[src/rtl/as2650_mbox_pkg.sv]
// Shared constants for the AS2650 Wishbone mailbox: register map, CTRL/STATUS bit positions
// and the STATUS word packing helper.
package as2650_mbox_pkg;

  localparam logic [2:0] REG_CTRL   = 3'd0;
  localparam logic [2:0] REG_STATUS = 3'd1;
  localparam logic [2:0] REG_H2C    = 3'd2;
  localparam logic [2:0] REG_C2H    = 3'd3;
  localparam logic [2:0] REG_CYCCNT = 3'd4;

  localparam int CTRL_CPU_RST = 0;
  localparam int CTRL_IRQ_EN  = 1;
  localparam logic [1:0] CTRL_RST_VAL = 2'b01;

  localparam int ST_H2C_OVF = 16;
  localparam int ST_C2H_OVF = 17;
  localparam int ST_C2H_UDF = 18;
  localparam int ST_H2C_UDF = 19;

  // Counts arrive zero-extended to a byte; CPW never exceeds 7.
  function automatic logic [31:0] status_word(
    input logic [7:0] h2c_cnt,
    input logic [7:0] c2h_cnt,
    input logic       h2c_ovf,
    input logic       c2h_ovf,
    input logic       c2h_udf,
    input logic       h2c_udf
  );
    logic [31:0] s;
    s = '0;
    s[7:0]        = h2c_cnt;
    s[15:8]       = c2h_cnt;
    s[ST_H2C_OVF] = h2c_ovf;
    s[ST_C2H_OVF] = c2h_ovf;
    s[ST_C2H_UDF] = c2h_udf;
    s[ST_H2C_UDF] = h2c_udf;
    return s;
  endfunction

endpackage

[src/rtl/as2650_mbox_fifo.sv]
// Byte-wide synchronous FIFO. A push is judged against the count before any same-cycle pop;
// o_ovf / o_udf pulse when a push or pop is refused.
module as2650_mbox_fifo #(
  parameter int DEPTH = 8,
  parameter int CPW   = $clog2(DEPTH) + 1
) (
  input  logic           i_clk,
  input  logic           i_rst,
  input  logic           i_push,
  input  logic           i_pop,
  input  logic [7:0]     i_wdata,
  output logic [7:0]     o_rdata,
  output logic [CPW-1:0] o_count,
  output logic [CPW-1:0] o_count_nxt,
  output logic           o_full,
  output logic           o_empty,
  output logic           o_ovf,
  output logic           o_udf
);
  localparam int AW = $clog2(DEPTH);

  logic [7:0]     r_mem [DEPTH];
  logic [AW-1:0]  r_wr_ptr;
  logic [AW-1:0]  r_rd_ptr;
  logic [CPW-1:0] r_count;
  logic           w_do_push;
  logic           w_do_pop;

  assign o_full    = (r_count == CPW'(DEPTH));
  assign o_empty   = (r_count == '0);
  assign w_do_push = i_push & ~o_full;
  assign w_do_pop  = i_pop & ~o_empty;
  assign o_ovf     = i_push & o_full;
  assign o_udf     = i_pop & o_empty;
  assign o_rdata   = r_mem[r_rd_ptr];
  assign o_count   = r_count;

  always_comb begin
    o_count_nxt = r_count + CPW'(w_do_push) - CPW'(w_do_pop);
  end

  // Power-of-two depth lets the pointers wrap by simple overflow.
  always_ff @(posedge i_clk) begin
    if (i_rst) begin
      r_wr_ptr <= '0;
      r_rd_ptr <= '0;
      r_count  <= '0;
    end else begin
      if (w_do_push) r_wr_ptr <= r_wr_ptr + 1'b1;
      if (w_do_pop)  r_rd_ptr <= r_rd_ptr + 1'b1;
      r_count <= o_count_nxt;
    end
  end

  always_ff @(posedge i_clk) begin
    if (w_do_push) r_mem[r_wr_ptr] <= i_wdata;
  end

endmodule

[src/rtl/as2650_wb_mailbox.sv]
// Wishbone mailbox between the management SoC and the AS2650 core: H2C/C2H byte FIFOs,
// CPU reset control and interrupts. Define AS2650_MBOX_CYCCNT_EN to add CYCCNT at offset 4.
module as2650_wb_mailbox
  import as2650_mbox_pkg::*;
#(
  parameter logic [31:0] BASE_ADDR  = 32'h3000_0000,
  parameter int          FIFO_DEPTH = 8,
  parameter int          CPW        = $clog2(FIFO_DEPTH) + 1
) (
  input  logic        wb_clk_i,
  input  logic        wb_rst_i,
  input  logic        wbs_cyc_i,
  input  logic        wbs_stb_i,
  input  logic        wbs_we_i,
  input  logic [3:0]  wbs_sel_i,
  input  logic [31:0] wbs_adr_i,
  input  logic [31:0] wbs_dat_i,
  output logic        wbs_ack_o,
  output logic [31:0] wbs_dat_o,
  input  logic        cpu_stb_i,
  input  logic        cpu_we_i,
  input  logic        cpu_addr_i,
  input  logic [7:0]  cpu_wdata_i,
  output logic [7:0]  cpu_rdata_o,
  output logic        cpu_rst_o,
  output logic        cpu_irq_o,
  output logic        host_irq_o
);

  logic           r_ack;
  logic [31:0]    r_dat;
  logic [7:0]     r_cpu_rdata;
  logic [1:0]     r_ctrl;
  logic           r_h2c_ovf, r_c2h_ovf, r_c2h_udf, r_h2c_udf;
  logic           r_cpu_irq, r_host_irq;

  logic           w_hit, w_req, w_wr, w_rd;
  logic [2:0]     w_off;
  logic [31:0]    w_rdata;
  logic [1:0]     w_ctrl_nxt;
  logic [3:0]     w_st_clr;
  logic           w_h2c_push, w_h2c_pop, w_c2h_push, w_c2h_pop;
  logic [7:0]     w_h2c_rdata, w_c2h_rdata;
  logic [CPW-1:0] w_h2c_cnt, w_c2h_cnt, w_h2c_cnt_nxt, w_c2h_cnt_nxt;
  logic           w_h2c_full, w_h2c_empty, w_c2h_full, w_c2h_empty;
  logic           w_h2c_ovf, w_h2c_udf, w_c2h_ovf, w_c2h_udf;
  logic           w_unused;

  // Classic Wishbone: a request is cyc & stb & address hit while no ack is outstanding.
  // It is accepted at the next edge, which raises ack for exactly one cycle, commits the
  // side effect and registers read data, so a held strobe yields one access per two cycles.
  assign w_hit = wbs_cyc_i & wbs_stb_i & (wbs_adr_i[31:5] == BASE_ADDR[31:5]);
  assign w_req = w_hit & ~r_ack;
  assign w_wr  = w_req & wbs_we_i;
  assign w_rd  = w_req & ~wbs_we_i;
  assign w_off = wbs_adr_i[4:2];

  assign w_h2c_push = w_wr & (w_off == REG_H2C) & wbs_sel_i[0];
  assign w_c2h_pop  = w_rd & (w_off == REG_C2H);
  assign w_c2h_push = cpu_stb_i & ~cpu_addr_i & cpu_we_i;
  assign w_h2c_pop  = cpu_stb_i & ~cpu_addr_i & ~cpu_we_i;

  assign w_ctrl_nxt = (w_wr && w_off == REG_CTRL) ? wbs_dat_i[1:0] : r_ctrl;
  assign w_st_clr   = (w_wr && w_off == REG_STATUS) ? wbs_dat_i[ST_H2C_UDF:ST_H2C_OVF] : 4'b0;

  as2650_mbox_fifo #(.DEPTH(FIFO_DEPTH), .CPW(CPW)) u_h2c (
    .i_clk       (wb_clk_i),
    .i_rst       (wb_rst_i),
    .i_push      (w_h2c_push),
    .i_pop       (w_h2c_pop),
    .i_wdata     (wbs_dat_i[7:0]),
    .o_rdata     (w_h2c_rdata),
    .o_count     (w_h2c_cnt),
    .o_count_nxt (w_h2c_cnt_nxt),
    .o_full      (w_h2c_full),
    .o_empty     (w_h2c_empty),
    .o_ovf       (w_h2c_ovf),
    .o_udf       (w_h2c_udf)
  );

  as2650_mbox_fifo #(.DEPTH(FIFO_DEPTH), .CPW(CPW)) u_c2h (
    .i_clk       (wb_clk_i),
    .i_rst       (wb_rst_i),
    .i_push      (w_c2h_push),
    .i_pop       (w_c2h_pop),
    .i_wdata     (cpu_wdata_i),
    .o_rdata     (w_c2h_rdata),
    .o_count     (w_c2h_cnt),
    .o_count_nxt (w_c2h_cnt_nxt),
    .o_full      (w_c2h_full),
    .o_empty     (w_c2h_empty),
    .o_ovf       (w_c2h_ovf),
    .o_udf       (w_c2h_udf)
  );

`ifdef AS2650_MBOX_CYCCNT_EN
  logic [31:0] r_cyccnt;
  logic [31:0] w_cyccnt_nxt;

  always_comb begin
    w_cyccnt_nxt = r_ctrl[CTRL_CPU_RST] ? r_cyccnt : r_cyccnt + 32'd1;
    if (w_wr && w_off == REG_CYCCNT) begin
      for (int b = 0; b < 4; b++) begin
        w_cyccnt_nxt[8*b +: 8] = wbs_sel_i[b] ? wbs_dat_i[8*b +: 8] : r_cyccnt[8*b +: 8];
      end
    end
  end

  always_ff @(posedge wb_clk_i) begin
    if (wb_rst_i) r_cyccnt <= '0;
    else          r_cyccnt <= w_cyccnt_nxt;
  end
`endif

  always_comb begin
    w_rdata = '0;
    case (w_off)
      REG_CTRL:   w_rdata = {30'b0, r_ctrl};
      REG_STATUS: w_rdata = status_word(8'(w_h2c_cnt), 8'(w_c2h_cnt),
                                        r_h2c_ovf, r_c2h_ovf, r_c2h_udf, r_h2c_udf);
      REG_C2H:    w_rdata = {24'b0, (w_c2h_empty ? 8'h00 : w_c2h_rdata)};
`ifdef AS2650_MBOX_CYCCNT_EN
      REG_CYCCNT: w_rdata = r_cyccnt;
`endif
      default:    w_rdata = '0;
    endcase
  end

  always_ff @(posedge wb_clk_i) begin
    if (wb_rst_i) begin
      r_ack <= 1'b0;
      r_dat <= '0;
    end else begin
      r_ack <= w_req;
      r_dat <= w_rd ? w_rdata : 32'b0;
    end
  end

  always_ff @(posedge wb_clk_i) begin
    if (wb_rst_i) begin
      r_ctrl    <= CTRL_RST_VAL;
      r_h2c_ovf <= 1'b0;
      r_c2h_ovf <= 1'b0;
      r_c2h_udf <= 1'b0;
      r_h2c_udf <= 1'b0;
    end else begin
      r_ctrl    <= w_ctrl_nxt;
      // A new event in the same cycle as a clear wins, so no event is lost.
      r_h2c_ovf <= (r_h2c_ovf & ~w_st_clr[0]) | w_h2c_ovf;
      r_c2h_ovf <= (r_c2h_ovf & ~w_st_clr[1]) | w_c2h_ovf;
      r_c2h_udf <= (r_c2h_udf & ~w_st_clr[2]) | w_c2h_udf;
      r_h2c_udf <= (r_h2c_udf & ~w_st_clr[3]) | w_h2c_udf;
    end
  end

  always_ff @(posedge wb_clk_i) begin
    if (wb_rst_i) begin
      r_cpu_rdata <= '0;
    end else if (cpu_stb_i && !cpu_we_i) begin
      if (cpu_addr_i) r_cpu_rdata <= {w_h2c_empty, w_c2h_full, 6'b0};
      else            r_cpu_rdata <= w_h2c_empty ? 8'h00 : w_h2c_rdata;
    end
  end

  always_ff @(posedge wb_clk_i) begin
    if (wb_rst_i) begin
      r_cpu_irq  <= 1'b0;
      r_host_irq <= 1'b0;
    end else begin
      r_cpu_irq  <= (w_h2c_cnt_nxt != '0);
      r_host_irq <= (w_c2h_cnt_nxt != '0) & w_ctrl_nxt[CTRL_IRQ_EN];
    end
  end

  assign wbs_ack_o   = r_ack;
  assign wbs_dat_o   = r_dat;
  assign cpu_rdata_o = r_cpu_rdata;
  assign cpu_rst_o   = r_ctrl[CTRL_CPU_RST];
  assign cpu_irq_o   = r_cpu_irq;
  assign host_irq_o  = r_host_irq;

  assign w_unused = ^{wbs_adr_i[1:0], wbs_dat_i, wbs_sel_i, w_h2c_full};

endmodule

[config.mk]
export PLATFORM = sky130hd
export DESIGN_NAME = as2650_wb_mailbox
export DESIGN_NICKNAME = d
export VERILOG_FILES = /design/src/rtl/as2650_mbox_pkg.sv /design/src/rtl/as2650_mbox_fifo.sv /design/src/rtl/as2650_wb_mailbox.sv
export SDC_FILE = /design/constraint.sdc
export NUM_CORES = 1
export LEC_CHECK = 0
export CAP_MARGIN = 20
export CORE_MARGIN = 3
export CORE_UTILIZATION = 48
export CTS_CLUSTER_SIZE = 16
export DETAILED_ROUTE_END_ITERATION = 8
export PLACE_DENSITY_LB_ADDON = 0.15
export SYNTH_ARGS = -nofsm -noshare
export SYNTH_HDL_FRONTEND = slang
export SYNTH_SLANG_ARGS = --single-unit
[constraint.sdc]
create_clock -name wb_clk_i -period 3.3 [get_ports wb_clk_i]
set_input_delay 0.66 -clock wb_clk_i [delete_from_list [all_inputs] [get_ports wb_clk_i]]
set_output_delay 0.66 -clock wb_clk_i [all_outputs]
set_load 0.03 [all_outputs]
Word-level counts from Yosys, hierarchy flattened

Memories as Yosys holds them, arrays and structs flattened. A register that Yosys moved wholly into a read port is not among the register bits.
Index checks and enable logic that the tools add are counted.

Register bits: 69
Latch bits: 0
RAM bits: 128
Bits in read-only memories: 0
Output and inout port bits: 44
Word-level logic and storage cells: 98
Memories: 2

$add $sub $neg: 8
$mul: 0
Div/mod/pow operators: 0
Magnitude comparators: 0
Eq/ne operators: 6
Shift operators: 0
Multiplexer cells: 14
Bitwise logic cells: 41
Reductions and logical operators: 10

Memories:

| memory      | depth | width | read ports | clocked after Yosys merged registers in | wr ports | line                   | RTL |
|---|---|---|---|---|---|---|---|
| u_c2h.r_mem | 8     | 8     | 1          | 1                                       | 1        | as2650_mbox_fifo.sv:22 | `logic [7:0] r_mem [DEPTH];` |
| u_h2c.r_mem | 8     | 8     | 1          | 1                                       | 1        | as2650_mbox_fifo.sv:22 |  |

Operators by type and width:

| kind                                                   | number |
|---|---|
| case mux 20 bit (3 select lines)                       | 1 |
| equality test 27 x 25 -> 1 bit (second input constant) | 1 |
| bitwise AND 1 bit                                      | 24 |
| two-way mux 8 bit                                      | 3 |
| NOT 1 bit                                              | 13 |
| adder 3 x 1 -> 3 bit (second input constant)           | 4 |
| two-way mux 3 bit                                      | 4 |
| adder 4 x 1 -> 4 bit                                   | 2 |
| equality test 4 bit (second input constant)            | 2 |
| logical NOT 4 bit                                      | 2 |
| nonzero test 4 bit                                     | 2 |
| subtractor 4 x 1 -> 4 bit                              | 2 |
| equality test 3 x 2 -> 1 bit (second input constant)   | 2 |
| two-way mux 1 bit                                      | 4 |
| two-way mux 4 bit                                      | 1 |
| OR 1 bit                                               | 4 |
| equality test 3 x 1 -> 1 bit (second input constant)   | 1 |
| logical AND 1 bit                                      | 3 |
| logical NOT 3 bit                                      | 1 |
| two-way mux 2 bit                                      | 1 |
| OR reduction 2 bit                                     | 1 |
| logical NOT 1 bit                                      | 1 |

Depth between registers and ports, before layout

Gate-level depths: netlist of the first run.

Depth after elaboration: 10
Mapped depth: 14
Gate-level depth less buffers: 14

Hierarchy

A second synthesis of the first run with hierarchy kept.

Cells, all modules: 508
Area total of the unflattened synthesis: 7888.8 um^2

By module, submodules not included:

| module            | instances | cells each | area an instance (um^2) | seq. area each (um^2) |
|---|---|---|---|---|
| as2650_mbox_fifo  | 2         | 178        | 3209.3                  | 2182.1 |
| as2650_wb_mailbox | 1         | 152        | 1470.2                  | 660.6 |

Least setup slack after synthesis of the first run

OpenSTA, ideal clock, no wires.

Path kind: input-to-reg
From: in wbs_adr_i[3]
To: reg r_host_irq (netlist: host_irq_o)
Setup time: 0.130 ns
Arrival time: 3.003 ns
Required time: 3.170 ns
Path slack: 0.167 ns
Stages on the path: 11
Buffers on the path: 1
Cells stage by stage: clkbuf_1 > o311ai_2 > nor4_4 > xor2_1 > ha_1 > inv_1 > fa_1 > nor3b_1 > o211ai_1 > nand3b_1 > mux2i_1

Word-level cells in the longest chain between the ends: 6
Elaborated cells on any way between the ends: 9
Those cells by class: add/sub: 1; eq/ne: 1; mux: 1; bitwise: 3; reduce/logical: 3

Ends and longest elaborated chain:

| item                         | line                     | RTL |
|---|---|---|
| from (decl)                  | as2650_wb_mailbox.sv:16  | `input logic [31:0] wbs_adr_i,` |
| equality test 3 x 2 -> 1 bit | as2650_wb_mailbox.sv:59  | `assign w_c2h_pop = w_rd & (w_off == REG_C2H);` |
| bitwise AND 1 bit            | as2650_wb_mailbox.sv:59  |  |
| bitwise AND 1 bit            | as2650_mbox_fifo.sv:32   | `assign w_do_pop = i_pop & ~o_empty;` |
| subtractor 4 x 1 -> 4 bit    | as2650_mbox_fifo.sv:39   | `o_count_nxt = r_count + CPW'(w_do_push) - CPW'(w_do_pop);` |
| nonzero test 4 bit           | as2650_wb_mailbox.sv:171 | `r_host_irq <= (w_c2h_cnt_nxt != '0) & w_ctrl_nxt[CTRL_IRQ_EN];` |
| bitwise AND 1 bit *          | as2650_wb_mailbox.sv:171 |  |
| to (signal assigned)         | as2650_wb_mailbox.sv:171 |  |
| to (decl)                    | as2650_wb_mailbox.sv:35  | `logic r_cpu_irq, r_host_irq;` |

Every way passes the cells marked *; elsewhere a longest branch is shown, timed or not.
A chain may end at the register's enable or synchronous reset.

Final worst setup path of the first run

From: in wbs_adr_i[17]
To: reg r_host_irq (netlist: host_irq_o)

Word-level cells in the longest chain between the ends: 9
Elaborated cells on any way between the ends: 12
Those cells by class: add/sub: 1; eq/ne: 1; mux: 1; bitwise: 7; reduce/logical: 2

Ends and longest elaborated chain:

| item                             | line                     | RTL |
|---|---|---|
| equality test 27 x 25 -> 1 bit * | as2650_wb_mailbox.sv:52  | `assign w_hit = wbs_cyc_i & wbs_stb_i & (wbs_adr_i[31:5] == BASE_ADDR[31:5]);` |
| bitwise AND 1 bit *              | as2650_wb_mailbox.sv:52  |  |
| bitwise AND 1 bit *              | as2650_wb_mailbox.sv:53  | `assign w_req = w_hit & ~r_ack;` |
| bitwise AND 1 bit                | as2650_wb_mailbox.sv:55  | `assign w_rd = w_req & ~wbs_we_i;` |
| bitwise AND 1 bit                | as2650_wb_mailbox.sv:59  |  |
| bitwise AND 1 bit                | as2650_mbox_fifo.sv:32   |  |
| subtractor 4 x 1 -> 4 bit        | as2650_mbox_fifo.sv:39   |  |
| nonzero test 4 bit               | as2650_wb_mailbox.sv:171 |  |
| bitwise AND 1 bit *              | as2650_wb_mailbox.sv:171 |  |

Marks and branches as above.

==> summary.txt, run 1 <==
Global routing
  • Largest net degree at the start of global routing: 42
  • First-pass GRT wire length: 25.2 mm
  • Number of global-route vias before repair: 4670
  • GRT Overall Usage: 18.7%
  • Gr ovfl total: 0
  • Initial antenna violation count: 0

Clocking
  • Total CTS buffers: 17
  • H-tree depth: 4
  • Root buffer cell: clkbuf_16
  • Clock-pin slew on the worst setup and hold paths: 60 ps
  • Worst-Skew Late Latency: 430 ps
  • Clock sinks: 187
  • CTS max path bufs: 2
  • CTS tree: built

Critical path
  • Reg2reg setup slack: 420 ps
  • Slowest CP cell: fa_1
  • CP endpoint kind: register
  • Critical Path Source Type: input pin
  • CP arrival: 3460 ps
  • CP max stage delay: 540 ps
  • Critical Path End: host_irq_o
  • Critical path data required time: 3610 ps
  • Crit path depth: 12
  • Crit Path Max Fanout: 3
  • FF-to-FF End: host_irq_o
  • Worst setup path category: in2reg
  • Worst setup startpoint: wbs_adr_i[17]
  • Worst R2R Start: wbs_ack_o
  • Worst-case reg-to-reg path depth: 12
  • CP top delay family: simple AND/OR/NAND/NOR gates
  • Worst-path cell chain: clkdlybuf4s50_1 -> nor4b_2 -> nand4_1 -> nor4_4 -> xor2_1 -> ha_2 -> inv_1 -> fa_1 -> nor3b_2 -> o211ai_1 -> nand3b_1 -> mux2i_1
  • Worst path bufs/invs: 2

Pwr
  • Tot Pwr: 5.12 mW
  • LEAKAGE: 3.34 nW
  • Power Dens Cells: 527 nW/um^2
  • Peak supply drop: 464 uV

STA
  • Max Fclk: 317 MHz
  • Rel. slew slack: 43.4%
  • Skew final: 13.5 ps
  • Final setup fails: 0
  • Hold Vio Cnt, Final: 0
  • Worst-margin pin slew: 848 ps
  • Max-slew violations: 0
  • Total negative slack: 0 ps
  • Period minus WS final: 3160 ps
  • Part of the cycle the worst path needs: 95.6%

Worst hold path
  • Hold Path Stages: 2
  • Min-Delay Startpoint: cpu_rdata_o[0]
  • Hold crit path type: reg2reg

Logic synthesis
  • Async SR Flop Fraction: 0%
  • Synth unique cells: 57
  • Synthesized area per cell: 15.4 um^2
  • Cell count after synthesis: 501
  • Seq/Total Area, Yosys: 65.0%
  • Post-synth EDFFs: 128
  • Synth warn: 0
  • Mapped cell area: 7720 um^2
  • Synth Register Bits: 187
  • Primary FF master, synth: edfxtp_1

Drt
  • Vias: 4481
  • TritonRoute pass-1 iters: 4
  • # DRC: 0
  • DR WL/cell: 18.8 um
  • Vias per cell: 5.28
  • Routed Wire Length: 15.9 mm
  • Antenna Nets Post-Route: 0
  • Iter 0 DRT Violations: 232

Layout
  • # diodes: 0
  • Cell Count, Final, Fillers Out: 848
  • Final #Nets: 725
  • Area grow syn2layout: 25.7%
  • Layout cells sized above 1: 19.5%
  • Final Core Density: 62.7%

Floorplanning
  • Row count: 45
  • Starting density of the core: 49.9%
  • Ports: 128
  • DIE HEIGHT: 133 um
  • Die Span X: 133 um
  • Core area: 15500 um^2
  • Die ar.: 17700 um^2

Placement
  • HPWL after detailed placement: 11.1 mm
  • GPL Wtd Cong: 0.789
  • Placed Cells: 815
  • Buffers on Ports: 86

Job
  • MaxCap Viol Count: 0

Outcome
  • Status: finished clean
[where the power goes]
group / leakage, nW / total (mW) / switching [mW] / internal, mW
clock: 0.303 / 2.14 / 0.827 / 1.31
combinational: 1.40 / 0.423 / 0.219 / 0.204
sequential: 1.63 / 2.55 / 0.0196 / 2.53
total: 3.34 / 5.12 / 1.07 / 4.05
[final cells by class]
class | instances | area (um^2)
Clock buffer | 22 | 464
Clock inverter | 10 | 163
Fill cell | 1142 | 5770
Inverter | 18 | 67.6
Multi-Input combinational cell | 275 | 2520
Sequential cell | 187 | 5020
Tap cell | 211 | 264
Timing Repair Buffer | 125 | 1210
[synthesized netlist by cell type (2+ instances only)]
| cell type | n | area share (%) |
|---|---|---|
| edfxtp_1 | 128 | 50 |
| dfxtp_1 | 59 | 15 |
| mux4_2 | 32 | 9.3 |
| nor2_1 | 30 | 1.5 |
| mux2i_1 | 24 | 3.1 |
| inv_1 | 18 | 0.87 |
| buf_4 | 16 | 1.6 |
| ha_1 | 15 | 2.4 |
| clkbuf_1 | 14 | 0.68 |
| nand2b_1 | 14 | 1.1 |
| nand2_1 | 13 | 0.63 |
| nor4_1 | 13 | 1.1 |
| nor2b_1 | 12 | 0.97 |
| and2_1 | 8 | 0.65 |
| a21oi_1 | 7 | 0.45 |
| o21ai_0 | 7 | 0.45 |
| nor3_1 | 6 | 0.39 |
| xor2_1 | 6 | 0.68 |
| mux2_2 | 5 | 0.73 |
| nand3_1 | 5 | 0.32 |
| and4_1 | 4 | 0.45 |
| buf_2 | 4 | 0.26 |
| nand4_1 | 4 | 0.32 |
| and3_1 | 3 | 0.24 |
| and3b_1 | 3 | 0.34 |
| and4b_1 | 3 | 0.39 |
| nand3b_1 | 3 | 0.29 |
| nor3b_1 | 3 | 0.29 |
| o22ai_1 | 3 | 0.24 |
| a21o_1 | 2 | 0.19 |
| buf_1 | 2 | 0.097 |
| fa_1 | 2 | 0.52 |
| nor4_2 | 2 | 0.32 |
| nor4_4 | 2 | 0.55 |
| o22a_1 | 2 | 0.23 |
| o41ai_1 | 2 | 0.23 |
| or2_2 | 2 | 0.16 |
| or3b_2 | 2 | 0.23 |
| or3b_4 | 2 | 0.29 |
| xnor2_1 | 2 | 0.23 |
[cell usage in the layout (no fill, tap or decap), types with 16 or more instances in the layout]
master	netlist	routed
clkbuf_16	0	17
conb_1	1	16
clkdlybuf4s50_1	0	84
nor2_1	30	30
mux4_2	32	32
buf_4	16	35
mux2i_1	24	24
inv_1	18	18
edfxtp_1	128	128
dfxtp_1	59	59
[repair_timing]
| action | in CTS | in global routing |
|---|---|---|
| hold buffers | 0 | 0 |
| endpoints found under the setup margin | 0 | 2 |
| resized for setup | 0 | 8 |
| setup buffers | 0 | 1 |
[tightest hold or removal path: cells and delay by family (launching register included)]
family	cells	cell delay [ps]
AO/OA/AOI/OAI	1	50
flip-flops	1	330
AND/OR/NAND/NOR	1	40
[per-layer routing]
layer  up-vias  part of all wire [%]  global-route usage, %
li1       2118                     -                      -
met1      2233                    45                   24.9
met2       110                    50                   30.6
met3        20                   4.4                   4.22
met4         0                   1.5                   6.41
met5         -                     0                      0
[state kept, by name (all words and copies together) (netlist names), 2 cells and up, named ones only]
| signal | cells |
|---|---|
| u_c2h.r_rd_ptr | 3 |
| u_h2c.o_count | 4 |
| u_c2h.r_wr_ptr | 3 |
| u_c2h.r_mem | 64 |
| u_c2h.o_count | 4 |
| r_ctrl | 2 |
| u_h2c.r_rd_ptr | 3 |
| u_h2c.r_mem | 64 |
| cpu_rdata_o | 8 |
| wbs_dat_o | 16 |
| u_h2c.r_wr_ptr | 3 |
[through the flow]
stage	cell area, um^2	worst slack (ps)	hold slack, ps
floorplan	7780	167	429
global placement	9040	-337	434
detailed placement	9040	-388	439
CTS	9670	37.5	458
global route	9710	-49.9	480
finish	9710	144	454
[worst min path at each step]
| stage | end | slack [ps] |
|---|---|---|
| 2_1_floorplan | wbs_dat_o[17] | 430 |
| 3_3_place_gp | cpu_rdata_o[5] | 430 |
| 3_5_place_dp | wbs_dat_o[19] | 440 |
| 4_1_cts | wbs_dat_o[19] | 460 |
| 5_1_grt | cpu_rdata_o[0] | 480 |
| 6_report | cpu_rdata_o[0] | 450 |
[logic make-up (layout without fill, tap and decap cells)]
family	Yosys count	after routing	share of synthesized area [%]
and+or+nand+nor	140	140	11.4
buffers and inverters	54	175	3.47
muxes	62	62	13.4
other	1	16	0.0485
adders and majority gates	17	17	2.95
AOI/OAI and AO/OA	32	32	2.83
DFF	187	187	65.0
xor gates and xnor gates	8	8	0.907
No activity file was read; power rests on OpenSTA's default activity.
==> run 2: changes to the inputs <==
--- a/config.mk
+++ b/config.mk
@@ -11,6 +11,7 @@
 export CTS_CLUSTER_SIZE = 16
 export DETAILED_ROUTE_END_ITERATION = 8
 export PLACE_DENSITY_LB_ADDON = 0.15
+export REMOVE_ABC_BUFFERS = 1
 export SYNTH_ARGS = -nofsm -noshare
 export SYNTH_HDL_FRONTEND = slang
 export SYNTH_SLANG_ARGS = --single-unit
==> run 2 against run 1 <==
Critical path depth increased by 1. Wire length is 1.7% higher. First-iteration DRC count grew 32%. Largest power group unchanged.
==> summary.txt, run 2 (same netlist as run 1, synthesis figures left out) <==
Layout
  • Commonest non-fill, non-tap cell in the layout: edfxtp_1
  • Commonest cells after routing, fill and taps aside: edfxtp_1 (128), clkdlybuf4s50_1 (66), dfxtp_1 (59), buf_4 (40), mux4_2 (32)
  • Final #Nets: 728
  • # fillers: 1127
  • Final design area excluding fillers: 9740 um^2
  • Area grow syn2layout: 26.1%
  • Final Core Density: 62.9%
  • Layout cells sized above 1: 20.8%
  • # diodes: 0

Drt
  • DR WL/cell: 19.0 um
  • TritonRoute pass-1 iters: 4
  • Iter 0 DRT Violations: 307
  • Routed Wire Length: 16.2 mm
  • # DRC: 0
  • Antenna Nets Post-Route: 0
  • Vias: 4491
  • Vias per cell: 5.28

Global routing
  • Number of global-route vias before repair: 4613
  • Initial antenna violation count: 0
  • Gr ovfl total: 0
  • Largest net degree at the start of global routing: 42
  • GRT Overall Usage: 18.7%
  • Busiest grt layer: met2
  • Routing usage on met1: 23.4%
  • Met2 usage: 31.1%
  • M3 GR Usage: 5.93%
  • First-pass GRT wire length: 24.9 mm

Pwr
  • Power Dens Cells: 506 nW/um^2
  • Peak supply drop: 344 uV
  • LEAKAGE: 3.51 nW

Floorplanning
  • DIE HEIGHT: 133 um
  • Die ar.: 17700 um^2
  • Row count: 45
  • Starting density of the core: 49.9%
  • Ports: 128
  • Die Span X: 133 um
  • Core area: 15500 um^2

STA
  • Hold Vio Cnt, Final: 0
  • Worst hold margin: 453 ps
  • Max-slew violations: 0
  • Part of the cycle the worst path needs: 98.5%
  • Rel. slew slack: 47.4%
  • Worst-margin pin slew: 787 ps
  • Total negative slack: 0 ps
  • Max Fclk: 308 MHz
  • Period minus WS final: 3250 ps
  • Final setup fails: 0
  • Skew final: 7.38 ps

Critical path
  • Critical Path Source Type: input pin
  • CP endpoint kind: register
  • CP arrival: 3550 ps
  • Critical path data required time: 3600 ps
  • Crit Path Max Fanout: 3
  • Worst setup path category: in2reg

Clocking
  • CTS tree: built
  • Total CTS buffers: 17
  • H-tree depth: 4
  • Clock-pin slew on the worst setup and hold paths: 60 ps
  • Clock sinks: 187
  • Root buffer cell: clkbuf_16
  • CTS max path bufs: 2
  • Worst-Skew Late Latency: 420 ps

Placement
  • Placed Area: 9020 um^2
  • Buffers on Ports: 86
  • HPWL after detailed placement: 11.2 mm
  • GPL Wtd Cong: 0.855

Job
  • MaxCap Viol Count: 0

Outcome
  • Status: finished clean

Worst hold path
  • Hold crit path type: reg2reg
[run 2: cell count changes in the layout (fill, tap and decap cells not counted), sizes merged]
cell	before	now
buf	39	42
bufinv	4	1
clkbuf	22	20
clkdlybuf4s50	84	66
clkinv	2	6
dlymetal6s2s	2	20
inv	21	22
[run 2: where the power goes]
| part | switching, mW | internal, mW | total [mW] |
|---|---|---|---|
| Combinational | 0.222 | 0.203 | 0.425 |
| Clock | 0.851 | 1.09 | 1.94 |
| Sequential | 0.0242 | 2.53 | 2.56 |
[run 2: repair_timing]
action                     CTS  global route
cloned                       0             0
setup endpoints to repair    1             1
buffers inserted             1             3
pin swaps                    2            13
hold endpoints to repair     0             0
hold buffers                 0             0
resized for setup            4            29
[run 2: path summary, 6_finish.rpt]
kind / slack [ps] / to / cells after the start / from
max: 50 / host_irq_o / 13 / wbs_adr_i[26]
min reg2reg: 450 / cpu_rdata_o[2] / 2 / cpu_rdata_o[2]
max reg2reg: 440 / cpu_irq_o / 14 / u_h2c.o_count[2]
min: 450 / cpu_rdata_o[2] / 2 / cpu_rdata_o[2]
[run 2: layer usage]
layer	share of wire, %	wire length [um]
met3	6.0	966
met1	42	6750
met4	1.5	235
met5	0	0
met2	51	8250
[run 2: final cells by class]
class                   instances  area [um^2]  area share, %
well taps                     211          264           2.71
repair buffers                128         1250           12.8
flip-flops and latches        187         5020           51.6
clock inverters                12          110           1.13
clock buffers                  20          458           4.70
multi-input cells             275         2570           26.3
inverters                      18         67.6          0.694
[run 2: per-stage QoR]
step	worst slack [ps]	total power, mW	cells
floorplan	-257	2.83	480
CTS	53.9	4.97	848
global route	-135	5.11	851
detailed placement	-506	3.03	815
finish	50.6	4.93	851
global placement	-354	3.01	815
[run 2: worst max-delay path, cell delays in order]
cell and delay [ps]:
clkdlybuf4s50_1 420, nor4_2 290, nand4_1 140, buf_4 180, nor4_4 350, xor2_1 200, ha_2 220, inv_2 40
fa_1 540, nor3b_2 180, o211ai_1 140, nand3b_1 120, mux2i_1 70
